File: src/rtl/go_pkg.sv
// Shared types and helpers for the move path between the input sources and
// the game FSM: the move encoding, board size and the arbiter state set.
package go_pkg;

   typedef logic [7:0] move_t;

   localparam move_t PASS_MOVE = 8'hFF;
   localparam int    BOARD_DIM = 9;

   typedef enum logic [1:0] {
      SELECT,
      ISSUE,
      WAIT_RESULT,
      GAME_DONE
   } arb_state_t;

   // True when both row and column of {row, col} fall on the board.
   function automatic logic move_is_legal_coord(input move_t m);
      return (m[7:4] < 4'(BOARD_DIM)) && (m[3:0] < 4'(BOARD_DIM));
   endfunction

endpackage

File: src/rtl/move_slot.sv
// One-entry move buffer for a single source. Captures on valid && ready,
// drops malformed moves with a one-cycle reject pulse, empties on clear,
// and is flushed and closed while block is high. load_pass inserts a pass
// move into an empty slot as if it had been captured.
module move_slot
   import go_pkg::*;
(
   input  logic       clk_in,
   input  logic       reset,
   input  logic       in_valid,
   input  logic [7:0] in_move,
   output logic       in_ready,
   input  logic       block,
   input  logic       clear,
   input  logic       load_pass,
   output logic       full,
   output logic [7:0] slot_move,
   output logic       reject
);

   logic  full_q, full_d;
   move_t data_q, data_d;
   logic  reject_q, reject_d;
   logic  capture;
   logic  well_formed;

   assign in_ready    = !full_q && !block;
   assign capture     = in_valid && in_ready;
   assign well_formed = move_is_legal_coord(in_move) || (in_move == PASS_MOVE);

   assign full      = full_q;
   assign slot_move = data_q;
   assign reject    = reject_q;

   // Next slot contents: flush/clear, capture or drop, or auto-pass load.
   always_comb begin
      // NOTE: every output gets a default first so no path leaves it unassigned (no latch).
      full_d   = full_q;
      data_d   = data_q;
      reject_d = 1'b0;
      if (block || clear) begin
         full_d = 1'b0;
      end else if (capture) begin
         if (well_formed) begin
            full_d = 1'b1;
            data_d = in_move;
         end else begin
            reject_d = 1'b1;
         end
      end else if (load_pass && !full_q) begin
         full_d = 1'b1;
         data_d = PASS_MOVE;
      end
   end

   // Slot registers.
   always_ff @(posedge clk_in) begin
      // NOTE: non-blocking assignments in clocked blocks so every flop samples pre-edge values.
      if (reset) begin
         full_q   <= 1'b0;
         reject_q <= 1'b0;
      end else begin
         full_q   <= full_d;
         reject_q <= reject_d;
      end
      // NOTE: the payload is deliberately not reset; full_q qualifies it.
      data_q <= data_d;
   end

endmodule

File: src/rtl/move_arbiter.sv
// Routes buffered moves from the local and remote sources into the game
// FSM's single move port, issuing only the source whose colour has the turn,
// and routes the FSM's accept (turn toggle) or reject back to that source.
// Optional feature: define AUTO_PASS_EN to auto-insert a pass after
// AUTO_PASS_CYCLES idle cycles on the local turn.
module move_arbiter
   import go_pkg::*;
#(
   parameter int RESULT_TIMEOUT   = 1024,
   parameter int AUTO_PASS_CYCLES = 50_000_000
) (
   input  logic       clk_in,
   input  logic       reset,
   input  logic       local_valid,
   input  logic [7:0] local_move,
   output logic       local_ready,
   input  logic       remote_valid,
   input  logic [7:0] remote_move,
   output logic       remote_ready,
   input  logic       my_color,
   input  logic       turn,
   input  logic       invalid_move,
   input  logic       game_over,
   output logic       move_avail,
   output logic [7:0] move,
   output logic       local_reject,
   output logic       remote_reject,
   output logic       timeout_err,
   output logic       busy
);

   localparam int TIMER_W = $clog2(RESULT_TIMEOUT + 1);

   arb_state_t         state_q, state_d;
   move_t              move_q, move_d;
   logic               turn_at_issue_q, turn_at_issue_d;
   logic               src_local_q, src_local_d;
   logic [TIMER_W-1:0] timer_q, timer_d;
   logic               move_avail_q, move_avail_d;
   logic               busy_q, busy_d;
   logic               local_rej_q, local_rej_d;
   logic               remote_rej_q, remote_rej_d;
   logic               timeout_q, timeout_d;

   logic  block;
   logic  local_turn;
   logic  local_clear, remote_clear;
   logic  local_full, remote_full;
   move_t local_slot_move, remote_slot_move;
   logic  local_slot_reject, remote_slot_reject;
   logic  auto_pass_load;

   assign block      = game_over || (state_q == GAME_DONE);
   assign local_turn = (turn == my_color);

   move_slot u_local_slot (
      .clk_in    (clk_in),
      .reset     (reset),
      .in_valid  (local_valid),
      .in_move   (local_move),
      .in_ready  (local_ready),
      .block     (block),
      .clear     (local_clear),
      .load_pass (auto_pass_load),
      .full      (local_full),
      .slot_move (local_slot_move),
      .reject    (local_slot_reject)
   );

   move_slot u_remote_slot (
      .clk_in    (clk_in),
      .reset     (reset),
      .in_valid  (remote_valid),
      .in_move   (remote_move),
      .in_ready  (remote_ready),
      .block     (block),
      .clear     (remote_clear),
      .load_pass (1'b0),
      .full      (remote_full),
      .slot_move (remote_slot_move),
      .reject    (remote_slot_reject)
   );

   // Arbiter next state: pick the turn-eligible slot, announce it, then
   // resolve accept / reject / timeout back onto the issuing source.
   always_comb begin
      state_d         = state_q;
      move_d          = move_q;
      turn_at_issue_d = turn_at_issue_q;
      src_local_d     = src_local_q;
      timer_d         = timer_q;
      timeout_d       = timeout_q;
      local_rej_d     = 1'b0;
      remote_rej_d    = 1'b0;
      local_clear     = 1'b0;
      remote_clear    = 1'b0;
      if (game_over) begin
         state_d = GAME_DONE;
      end else begin
         case (state_q)
            SELECT: begin
               if (local_turn && local_full) begin
                  move_d          = local_slot_move;
                  src_local_d     = 1'b1;
                  turn_at_issue_d = turn;
                  timer_d         = '0;
                  state_d         = ISSUE;
               end else if (!local_turn && remote_full) begin
                  move_d          = remote_slot_move;
                  src_local_d     = 1'b0;
                  turn_at_issue_d = turn;
                  timer_d         = '0;
                  state_d         = ISSUE;
               end
            end
            ISSUE: state_d = WAIT_RESULT;
            WAIT_RESULT: begin
               if (turn != turn_at_issue_q) begin
                  local_clear  = src_local_q;
                  remote_clear = !src_local_q;
                  state_d      = SELECT;
               end else if (invalid_move || (timer_q == TIMER_W'(RESULT_TIMEOUT))) begin
                  local_clear  = src_local_q;
                  remote_clear = !src_local_q;
                  local_rej_d  = src_local_q;
                  remote_rej_d = !src_local_q;
                  if (timer_q == TIMER_W'(RESULT_TIMEOUT)) timeout_d = 1'b1;
                  state_d      = SELECT;
               end else begin
                  timer_d = timer_q + 1'b1;
               end
            end
            default: state_d = GAME_DONE;
         endcase
      end
      move_avail_d = (state_d == ISSUE);
      busy_d       = (state_d == ISSUE) || (state_d == WAIT_RESULT);
   end

   // Arbiter registers and registered outputs.
   always_ff @(posedge clk_in) begin
      if (reset) begin
         state_q         <= SELECT;
         move_q          <= '0;
         turn_at_issue_q <= 1'b0;
         src_local_q     <= 1'b0;
         timer_q         <= '0;
         move_avail_q    <= 1'b0;
         busy_q          <= 1'b0;
         local_rej_q     <= 1'b0;
         remote_rej_q    <= 1'b0;
         timeout_q       <= 1'b0;
      end else begin
         state_q         <= state_d;
         move_q          <= move_d;
         turn_at_issue_q <= turn_at_issue_d;
         src_local_q     <= src_local_d;
         timer_q         <= timer_d;
         move_avail_q    <= move_avail_d;
         busy_q          <= busy_d;
         local_rej_q     <= local_rej_d;
         remote_rej_q    <= remote_rej_d;
         timeout_q       <= timeout_d;
      end
   end

`ifdef AUTO_PASS_EN
   localparam int IDLE_W = $clog2(AUTO_PASS_CYCLES + 1);

   logic [IDLE_W-1:0] idle_q, idle_d;
   logic              turn_prev_q;

   // Idle counter on the local turn; loads a pass into the empty local slot.
   always_comb begin
      idle_d         = idle_q;
      auto_pass_load = 1'b0;
      if (game_over || (local_valid && local_ready) || (turn != turn_prev_q)) begin
         idle_d = '0;
      end else if ((state_q == SELECT) && local_turn && !local_full) begin
         if (idle_q == IDLE_W'(AUTO_PASS_CYCLES - 1)) begin
            auto_pass_load = 1'b1;
            idle_d         = '0;
         end else begin
            idle_d = idle_q + 1'b1;
         end
      end
   end

   // Idle counter and turn-change history.
   always_ff @(posedge clk_in) begin
      if (reset) idle_q <= '0;
      else       idle_q <= idle_d;
      turn_prev_q <= turn;
   end
`else
   assign auto_pass_load = 1'b0;
`endif

   assign move_avail    = move_avail_q;
   assign move          = move_q;
   assign busy          = busy_q;
   assign timeout_err   = timeout_q;
   assign local_reject  = local_rej_q || local_slot_reject;
   assign remote_reject = remote_rej_q || remote_slot_reject;

endmodule
File: config.mk
export PLATFORM = sky130hd
export DESIGN_NAME = move_arbiter
export DESIGN_NICKNAME = d
export VERILOG_FILES = /design/src/rtl/go_pkg.sv /design/src/rtl/move_slot.sv /design/src/rtl/move_arbiter.sv
export SDC_FILE = /design/constraint.sdc
export NUM_CORES = 1
export LEC_CHECK = 0
export ABC_AREA = 1
export ABC_CLOCK_PERIOD_IN_PS = 4170
export BUFFER_PORTS_ARGS = -buffer_cell sky130_fd_sc_hd__clkbuf_2
export CORE_MARGIN = 3
export CORE_UTILIZATION = 56
export DETAILED_ROUTE_END_ITERATION = 16
export PLACE_DENSITY = 0.8
export REMOVE_ABC_BUFFERS = 1
export SYNTH_ARGS = -nofsm -noshare
export SYNTH_HDL_FRONTEND = slang
export SYNTH_SLANG_ARGS = --single-unit
File: constraint.sdc
create_clock -name clk_in -period 4.17 [get_ports clk_in]
set_clock_uncertainty 0.05 [all_clocks]
set_input_delay 0.417 -clock clk_in [delete_from_list [all_inputs] [get_ports clk_in]]
set_output_delay 0.417 -clock clk_in [all_outputs]
set_load 0.05 [all_outputs]
==> summary.md, run 1 <==
| Metric | Value |
|---|---|
| CTS Buf Count | `5` |
| Clock Sinks | `48` |
| Commonest non-fill, non-tap cell in the layout | `nand2_1` |
| Critical path cell sequence | `inv_1 > ha_1 > nand2_1 > nor2_1 > nand2_2 > nand3_2 > nand3_1 > nand3_1 > nor2_1` |
| Setup tns final | `0 ns` |
| Reg power frac | `57.0%` |
| # hold bufs at CTS | `0` |
| Synthesis-to-finish area growth | `11.97%` |
| Crit path DAT | `2.15 ns` |
| GRT Overall Usage | `19.43%` |
| H-Tree Depth | `2` |
| FF+latch count, synth | `48` |
| CP startpoint kind | `register` |
| Worst slew pin tran | `0.6749 ns` |
| Syn avg cell area | `8.079 um^2` |
| Core area | `3854 um^2` |
| Clock transition at path regs | `0.10 ns` |
| RSZ-0062 raised after global routing | `no` |
| Psw | `0.0002323 W` |
| Placer Congestion | `0.8674` |
| CP max stage delay | `0.53 ns` |
| Gate Count Post-Synth | `291` |
| Total gr overflow | `0` |
| DRT Pass-1 Iters | `4` |
| Via count | `2057` |
| DIE WIDTH | `70.80 um` |
| Core Util, Final | `68.31%` |
| Internal | `0.0006371 W` |
| Core Rows | `22` |
| Routed WL | `4785 um` |
| HP Class | `input port to register` |
| Final setup viols | `0` |
| Fin. max-slew vios | `0` |
| Share of cells above drive strength 1 | `19.88%` |
| Initial cell density of the core | `61.01%` |
| Worst-path fanout max | `11` |
| Postcts setup bufs | `0` |
| Slowest stage cell, crit path | `dfxtp_1` |
| Root Driver | `clkbuf_8` |
| Die Span Y | `70.80 um` |
| DRT iter0 DRCs | `117` |
| Wirelength per Cell | `12.76 um` |
| Crit path required time | `4.06 ns` |
| Buffers on Ports | `38` |
| PwrDens | `330.2 nW/um^2` |
| Initial antenna violation count | `0` |
| Commonest cells after routing, fill and taps aside | `nand2_1, nand3_1, nor2_1, clkbuf_2, dfxtp_1` |
| Clk_lat worst skew | `0.30 ns` |
| Clock power frac | `32.7%` |
| WP buf/inv | `1` |
| Final Hold Vio Count | `0` |
| Vias in the first global route | `1808` |
| Post-layout min period | `2.267 ns` |
| Setup Crit Path Kind | `register to register` |
| CTS tree | `yes` |
| Crit. End Element | `register` |
| Sw frac | `26.72%` |
| R2R cell count | `9` |
| Sequential area share after synthesis | `47.68%` |
| # diodes | `0` |
| Fillers | `335` |
| Post-route insts no fill | `375` |
| Via density per instance | `5.485` |
| Hold depth | `1` |
| Max Cap Viol | `0` |
| Worst slew margin | `54.95%` |
| ANT nets after route | `0` |
| DP Wirelength | `3561 um` |
| Drt drc | `0` |
| Clock Path Buffers | `2` |
| Outcome | `finished, final reports clean` |
| First-pass GRT wire length | `7845 um` |
| Lkg Pwr | `1.171 nW` |
| Largest net degree at the start of global routing | `22` |
| CP delay by family, top | `simple AND/OR/NAND/NOR gates` |
| Yosys warns | `0` |
| Placed cell count | `367` |
| FMAX | `441.2 MHz` |
| Critical Path Stages | `9` |
| Synth unique cells | `29` |
| Layout net count | `353` |
| I/O pin count | `39` |
| Die area | `5012 um^2` |
| Comb pwr share | `10.3%` |
| Synthesized cell area | `2351 um^2` |
| Worst vdd ir | `0.2255 mV` |
| Final Cycle Share | `54.36%` |
| Post-CTS Resized | `0` |
power by group through the flow:
| stage | registers, W | logic [W] | clock network (W) |
|---|---|---|---|
| 6_report | 0.000496 | 0.0000898 | 0.000284 |
| 3_3_place_gp | 0.000506 | 0.0000871 | 0 |
| 3_5_place_dp | 0.000506 | 0.0000896 | 0 |
| 2_1_floorplan | 0.000512 | 0.0000521 | 0 |
| 5_1_grt | 0.000497 | 0.0000997 | 0.000308 |
| 4_1_cts | 0.000496 | 0.0000900 | 0.000292 |
flip-flops by register name (all words and copies together), names as in the netlist:
signal / flops
timer_q: 11
move: 8
u_local_slot.slot_move: 8
u_remote_slot.slot_move: 8
state_q: 2
busy: 1
local_rej_q: 1
move_avail: 1
remote_rej_q: 1
src_local_q: 1
timeout_err: 1
turn_at_issue_q: 1
u_local_slot.full: 1
u_local_slot.reject: 1
u_remote_slot.full: 1
u_remote_slot.reject: 1
metal layers:
metal  vias to the layer above  wire (um)  global-route usage (%)
met1                       946       2187                   26.08
met5                         -          0                       0
met4                         0         22                   5.010
met2                        69       2247                   31.51
li1                       1040          -                       -
met3                         2        328                   4.830
cell usage after synthesis, drive strengths merged:
cell type,instances,area (um^2)
clkbuf,4,15.01
nor3b,2,15.01
nand3b,1,7.510
xnor2,2,17.52
nand2,66,299.0
nand3,46,247.7
edfxtp,16,480.5
nor3,3,15.01
buf,6,45.04
o21ai,8,40.04
ha,3,37.54
nand4,7,43.79
a21oi,12,60.06
xor2,1,8.760
inv,28,105.1
nor2,40,155.1
dfxtp,32,640.6
o22ai,2,12.51
or2,4,25.02
o211a,8,80.08
cells by family (layout without fill, tap and decap cells):
family / after synthesis / in the layout / synth area share (%)
buf+inv: 38 / 74 / 7.025
flops: 48 / 48 / 47.68
xor+xnor: 3 / 3 / 1.118
simple gates: 169 / 169 / 34.38
compound gates: 30 / 30 / 8.196
fa+ha+maj: 3 / 3 / 1.597
stage by stage:
stage	power (W)	hold WS, ns	setup WS [ns]	cell area, um^2
6_report	0.0008694	0.2657	1.903	2633
5_1_grt	0.0009041	0.2620	1.753	2633
4_1_cts	0.0008773	0.2589	1.926	2633
3_5_place_dp	0.0005959	0.4155	1.988	2541
3_3_place_gp	0.0005932	0.4293	2.021	2541
2_1_floorplan	0.0005640	0.4101	1.766	2291
path summary, 6_finish.rpt:
kind,from,to,slack [ns]
setup / recovery,timer_q[0],u_remote_slot.slot_move[4],1.90
hold / removal,remote_move[0],u_remote_slot.slot_move[0],0.27
setup reg to reg,timer_q[0],u_remote_slot.slot_move[4],1.90
hold reg to reg,timeout_err,timeout_err,0.44
area by class of cell:
| class | count | area [um^2] | area share [%] |
|---|---|---|---|
| Timing Repair Buffer | 38 | 190.2 | 7.224 |
| Clock inverter | 3 | 22.52 | 0.8555 |
| Clock buffer | 5 | 68.82 | 2.614 |
| Tap cell | 48 | 60.06 | 2.281 |
| Multi-Input combinational cell | 205 | 1065 | 40.45 |
| Sequential cell | 48 | 1121 | 42.59 |
| Inverter | 28 | 105.1 | 3.992 |
Power figures use the tool's default switching activity.
==> run 2: changes to the inputs <==
Settings changed: ABC_AREA 1 to 0, ABC_CLOCK_PERIOD_IN_PS 4170 to 1900, CORE_UTILIZATION 56 to 49, PLACE_DENSITY 0.8 to 0.75.
Clock period 4.17 ns to 1.9 ns, I/O delays scaled along.
==> run 2 against run 1 <==
- first-iteration DRC count up 110%
- highest routed layer unchanged
- sequential power grew 120%
- synthesized cell count is 27% lower
- utilization is 0.82 points higher
- sequential share of layout area fell by 2.8 points
- die area rose by 2.4%
- cell count decreased by 11%
- largest cell class unchanged
==> summary.md, run 2 <==
| Metric | Value |
|---|---|
| Core Rows | `23` |
| Fillers | `314` |
| Initial cell density of the core | `51.68%` |
| FMAX | `538.1 MHz` |
| Crit path required time | `2.08 ns` |
| Post-layout min period | `1.859 ns` |
| Final setup viols | `0` |
| Placer Congestion | `0.8545` |
| Commonest cells after routing, fill and taps aside | `clkbuf_2, buf_4, dfxtp_1` |
| Clock transition at path regs | `0.09 ns` |
| Routed wl met2 | `2454 um` |
| GRT Overall Usage | `20.85%` |
| Largest area contributor in the netlist | `dfxtp_1` |
| WP buf/inv | `2` |
| Crit. End Element | `register` |
| Fin. max-slew vios | `0` |
| Multi-input gate area | `1018 um^2` |
| Root Driver | `clkbuf_8` |
| Wirelength per Cell | `15.20 um` |
| CP max stage delay | `0.51 ns` |
| Sequential cell area | `1124 um^2` |
| CTS Buf Count | `5` |
| Initial antenna violation count | `0` |
| Sequential area share after synthesis | `53.08%` |
| Largest register FFs | `11` |
| Via density per instance | `5.700` |
| Share of cells above drive strength 1 | `36.04%` |
| Die area | `5134 um^2` |
| Fin area | `2825 um^2` |
| Crit path DAT | `2.04 ns` |
| Uppermost routed layer | `met4` |
| Buffers on Ports | `38` |
| Outcome | `finished, final reports clean` |
| Total gr overflow | `0` |
| Commonest non-fill, non-tap cell in the layout | `clkbuf_2` |
| Top-count cell post-synth | `dfxtp_1` |
| Top cells by area, synth | `dfxtp_1, edfxtp_1, a31oi_1` |
| EDFF count, synth | `16` |
| HP Class | `input port to register` |
| Biggest register | `timer_q` |
| Vias in the first global route | `1791` |
| ANT nets after route | `0` |
| Final Cycle Share | `97.82%` |
| Layout net count | `309` |
| Main synth FF type | `dfxtp_1` |
| DRT iter0 DRCs | `247` |
| Worst-path fanout max | `5` |
| Drt drc | `0` |
| Lkg Pwr | `1.101 nW` |
| H-Tree Depth | `2` |
| Share of the synthesized area in the top cell type | `30.33%` |
| Setup Crit Path Kind | `register to register` |
| Worst reg-to-reg setup slack | `0.04 ns` |
| Worst vdd ir | `0.7313 mV` |
| Place WS | `-0.1666 ns` |
| Max Cap Viol | `0` |
| First-pass GRT wire length | `8411 um` |
| I/O pin count | `39` |
| Critical path cell sequence | `inv_2 > ha_4 > nor4b_4 > buf_4 > a31o_4 > or4_4 > a211oi_2` |
| CTS tree | `yes` |
| Final Hold Vio Count | `0` |
| # diodes | `0` |
| CP startpoint kind | `register` |
| CP delay by family, top | `simple AND/OR/NAND/NOR gates` |
| Setup ws final | `0.04148 ns` |
| # hold bufs at CTS | `0` |
| Clock Path Buffers | `2` |
| Wire length on met1 | `2255 um` |
| Syn avg cell area | `10.01 um^2` |
| Synthesized cell area | `2112 um^2` |
| RSZ-0062 raised after global routing | `yes` |
| Synthesis-to-finish area growth | `33.77%` |
| Worst slew pin tran | `0.4971 ns` |
| PwrDens | `766.2 nW/um^2` |
| Most frequent cells after synthesis | `dfxtp_1, nand2_1, nor2_1` |
| Via count | `1898` |
| Routed wl met3 | `284 um` |
| DP Wirelength | `3619 um` |
| Clk_lat worst skew | `0.30 ns` |
| Core area | `4086 um^2` |
| FF+latch count, synth | `48` |
| Worst slew margin | `65.91%` |
| Gate Count Post-Synth | `211` |
| Yosys warns | `0` |
| DIE WIDTH | `71.65 um` |
| Placement Cell Area | `2577 um^2` |
| Routed WL | `5061 um` |
| Post-synth ARST share | `0%` |
| Clock Sinks | `48` |
| Synth unique cells | `43` |
| Slowest stage cell, crit path | `or4_4` |
| DRT Pass-1 Iters | `4` |
| Largest net degree at the start of global routing | `20` |
| Die Span Y | `71.65 um` |
-- run 2: cell count changes after synthesis, moves of 4 or more --
cell / previous run / this run
nand2_1: 57 / 21
nand3_1: 44 / 14
nor2_1: 38 / 18
inv_1: 26 / 7
a31oi_1: 0 / 13
a311oi_1: 0 / 9
o211a_1: 8 / 0
a21oi_1: 12 / 6
nand2_2: 5 / 0
nor4_1: 0 / 4
nor4b_1: 0 / 4
o31a_1: 0 / 4
-- run 2: layout make-up --
| class | count | share of cell area, % |
|---|---|---|
| Sequential cell | 48 | 39.77 |
| Multi-Input combinational cell | 148 | 36.05 |
| Timing Repair Buffer | 72 | 16.34 |
| Clock buffer | 6 | 3.322 |
| Tap cell | 50 | 2.214 |
| Clock inverter | 2 | 1.373 |
| Inverter | 7 | 0.9300 |
-- run 2: logic make-up (layout without fill, tap and decap cells) --
kind of cell             count (synthesis)  count (layout)  synth area share (%)
buffers and inverters                   15              87                 3.140
adder cells (fa/ha/maj)                  3               3                 1.777
multiplexers                             4               4                 1.955
AO/OA/AOI/OAI                           52              52                 17.89
flip-flops                              48              48                 53.08
XOR/XNOR                                 2               2                0.8295
AND/OR/NAND/NOR                         87              87                 21.33
-- run 2: through the flow --
stage               std cells  hold slack, ns  setup TNS, ns  util (%)  power (W)
global route              333         0.02696       -0.04554     69.14   0.002242
floorplan                 203          0.2067         -9.249         -   0.001231
detailed placement        323          0.3525         -1.768     63.07   0.001338
finish                    333         0.04145              0     69.14   0.002165
CTS                       332         0.03125              0     67.88   0.002170
global placement          323          0.3483        -0.7114     63.07   0.001332
-- run 2: timing repair --
item,CTS,global route
setup buffers,1,1
pin swaps,4,5
resized for setup,13,8
endpoints found under the setup margin,21,32
cloned,0,0
-- run 2: worst paths after layout --
| path | end | cells past startpoint | from |
|---|---|---|---|
| setup / recovery | timer_q[4] | 7 | timer_q[0] |
| hold / removal | u_remote_slot.slot_move[4] | 1 | remote_move[4] |
| setup reg to reg | timer_q[4] | 7 | timer_q[0] |
| hold reg to reg | timeout_err | 2 | timeout_err |
-- run 2: layer usage --
metal  track usage, %  vias to the layer above
met2            33.47                       60
met5                0                        -
li1                 -                      952
met3            4.348                        6
met1            28.65                      880
met4            5.846                        0
-- run 2: report_power, final --
group / internal, W / switching [W] / leakage [nW] / total, W
Sequential: 0.00108 / 0.0000141 / 0.405 / 0.00109
Combinational: 0.0000937 / 0.000148 / 0.629 / 0.000242
Clock: 0.000477 / 0.000352 / 0.0669 / 0.000829
==> run 3: changes to the inputs <==
Settings changed: CORE_UTILIZATION 49 to 45, PLACE_DENSITY 0.75 to 0.69, SYNTH_HIERARCHICAL set to 1.
==> run 3 against run 2 <==
- count of clock-buffer cells in the layout fell by 1
- cell count rose by 10%
- sequential cell count did not move
- critical endpoint is now u_remote_slot/slot_move[2]
==> summary.md, run 3 <==
| Metric | Value |
|---|---|
| Core Rows | `25` |
| GRT Overall Usage | `17.83%` |
| Share of the synthesized area in the top cell type | `26.81%` |
| Worst reg-to-reg setup slack | `0.10 ns` |
| First-pass GRT wire length | `8769 um` |
| Hold-critical path endpoint | `u_local_slot/slot_move[7]` |
| Placer Congestion | `0.8881` |
| Share of cells above drive strength 1 | `33.00%` |
| Reg-to-Reg End | `u_remote_slot/slot_move[2]` |
| Initial antenna violation count | `0` |
| Critical path cell sequence | `nor4_4 > nand4_1 > a211oi_2 > nor2_1 > o211a_4` |
| Final Cycle Share | `94.64%` |
| Worst vdd ir | `0.4352 mV` |
| Clock transition at path regs | `0.09 ns` |
| Crit. End Element | `register` |
| # diodes | `0` |
| PwrDens | `718.1 nW/um^2` |
| Routed WL | `5203 um` |
| Largest register FFs | `11` |
| Clock Sinks | `48` |
| DRT Pass-1 Iters | `4` |
| Post-synth ARST share | `0%` |
| Most frequent cells after synthesis | `dfxtp_1, nand2b_1, nor2_1` |
| Placement Cell Area | `2800 um^2` |
| Synth unique cells | `50` |
| Main synth FF type | `dfxtp_1` |
| ANT nets after route | `0` |
| Initial cell density of the core | `48.66%` |
| Hold depth | `2` |
| CTS tree | `yes` |
| CP max stage delay | `0.34 ns` |
| Slowest stage cell, crit path | `dfxtp_2` |
| Drt drc | `0` |
| Largest area contributor in the netlist | `dfxtp_1` |
| Root Driver | `clkbuf_8` |
| Post-layout min period | `1.798 ns` |
| Final Hold Vio Count | `0` |
| Die area | `6221 um^2` |
| Crit path required time | `1.91 ns` |
| Via density per instance | `5.384` |
| Via count | `1976` |
| Worst Min Path Start | `local_move[7]` |
| Outcome | `finished, final reports clean` |
| Fin. max-slew vios | `0` |
| Top-count cell post-synth | `dfxtp_1` |
| CTS Buf Count | `5` |
| DIE WIDTH | `78.88 um` |
| FF-to-FF Start | `timer_q[5]` |
| R2R cell count | `5` |
| Buffers on Ports | `38` |
| Die Span Y | `78.88 um` |
| Vias in the first global route | `1892` |
| Wirelength per Cell | `14.18 um` |
| Clk_lat worst skew | `0.30 ns` |
| Top cells by area, synth | `dfxtp_1, edfxtp_1, nand2b_1` |
| DP Wirelength | `3850 um` |
| Setup Crit Path Kind | `register to register` |
| HP Class | `input port to register` |
| Fin area | `3005 um^2` |
| # hold bufs at CTS | `0` |
| DRT iter0 DRCs | `139` |
| Biggest register | `timer_q` |
| Largest net degree at the start of global routing | `19` |
| Layout net count | `326` |
| Total power | `0.002158 W` |
| Core area | `4911 um^2` |
| Gate Count Post-Synth | `237` |
| Clock Path Buffers | `2` |
| Syn avg cell area | `10.08 um^2` |
| I/O pin count | `39` |
| H-Tree Depth | `2` |
| EDFF count, synth | `16` |
| FMAX | `556.1 MHz` |
| Synthesized cell area | `2390 um^2` |
| Core Util, Final | `61.20%` |
| Yosys warns | `6` |
| Hold Slack | `0.1269 ns` |
| Max Cap Viol | `0` |
| Worst-path fanout max | `8` |
| Commonest non-fill, non-tap cell in the layout | `clkbuf_2` |
| Commonest cells after routing, fill and taps aside | `clkbuf_2, dfxtp_1, buf_4` |
| FF+latch count, synth | `48` |
| Crit path DAT | `1.81 ns` |
| Sequential area share after synthesis | `46.91%` |
| Synthesis-to-finish area growth | `25.76%` |
| Fillers | `427` |
| Total gr overflow | `0` |
| Final setup viols | `0` |
| Setup tns final | `0 ns` |
| Lkg Pwr | `1.153 nW` |
| CP startpoint kind | `register` |
[run 3: cell types whose count changed in the layout (fill, tap and decap cells not counted), moves of 3 or more]
cell	previous run	this run
nand2b_1	2	20
nand2_1	21	6
a31oi_1	13	2
buf_4	32	23
nand3_1	14	5
nor2b_1	1	10
mux2i_1	3	10
a21oi_1	6	12
conb_1	0	4
inv_1	5	8
[run 3: where the power goes]
group	internal, W	total [W]	switching, W
sequential	0.00110	0.00111	0.0000175
clock	0.000389	0.000728	0.000339
combinational	0.000122	0.000315	0.000193
[run 3: worst max-delay path by stage]
| stage | to | cells past startpoint | start | slack (ns) |
|---|---|---|---|---|
| finish | u_remote_slot/slot_move[2] | 5 | timer_q[5] | 0.10 |
| global route | u_remote_slot/slot_move[2] | 5 | timer_q[5] | -0.02 |
| CTS | u_remote_slot/slot_move[2] | 4 | state_q[0] | 0.02 |
| detailed placement | timer_q[10] | 5 | timer_q[2] | -0.11 |
| global placement | timer_q[8] | 5 | timer_q[2] | -0.06 |
| floorplan | u_local_slot/slot_move[0] | 5 | timer_q[2] | 0.02 |
[run 3: routing by layer]
layer / track usage (%) / wire length, um
met4: 5.842 / 67
met5: 0 / 0
met1: 25.43 / 2601
met3: 3.855 / 235
met2: 26.91 / 2299
[run 3: logic make-up after synthesis]
family / after synthesis / synth area share, %
buffers and inverters: 19 / 3.403
and+or+nand+nor: 95 / 23.82
xor gates and xnor gates: 2 / 0.7331
adders and majority gates: 3 / 1.571
other: 1 / 0.1569
DFF: 48 / 46.91
AOI/OAI and AO/OA: 58 / 18.74
muxes: 11 / 4.660
[run 3: worst max-delay path: cells and delay by family, from the launching register on]
family | cells | cell delay [ns]
flip-flops | 1 | 0.34
AND/OR/NAND/NOR | 3 | 0.67
AO/OA/AOI/OAI | 2 | 0.51
[run 3: final cells by class]
cell class | instances | area (um^2) | area share (%)
clock inverter | 3 | 42.54 | 1.415
multi-input combinational | 173 | 1276 | 42.46
timing repair buffer | 62 | 376.6 | 12.53
clock buffer | 5 | 68.82 | 2.290
tap | 67 | 83.83 | 2.789
sequential | 48 | 1124 | 37.39
inverter | 9 | 33.78 | 1.124
[run 3: stage by stage]
| step | setup slack [ns] | instances |
|---|---|---|
| final | 0.1019 | 367 |
| after global placement | -0.06035 | 358 |
| after global routing | -0.01645 | 367 |
| after detailed placement | -0.1079 | 358 |
| after floorplan | 0.02023 | 230 |
| after CTS | 0.02231 | 366 |
[run 3: repair_timing]
action | 4_1_cts | 5_1_grt
gates cloned | 0 | 0
endpoints found under the setup margin | 26 | 24
gates resized for setup | 2 | 20
setup buffers | 0 | 1
pin swaps | 0 | 4
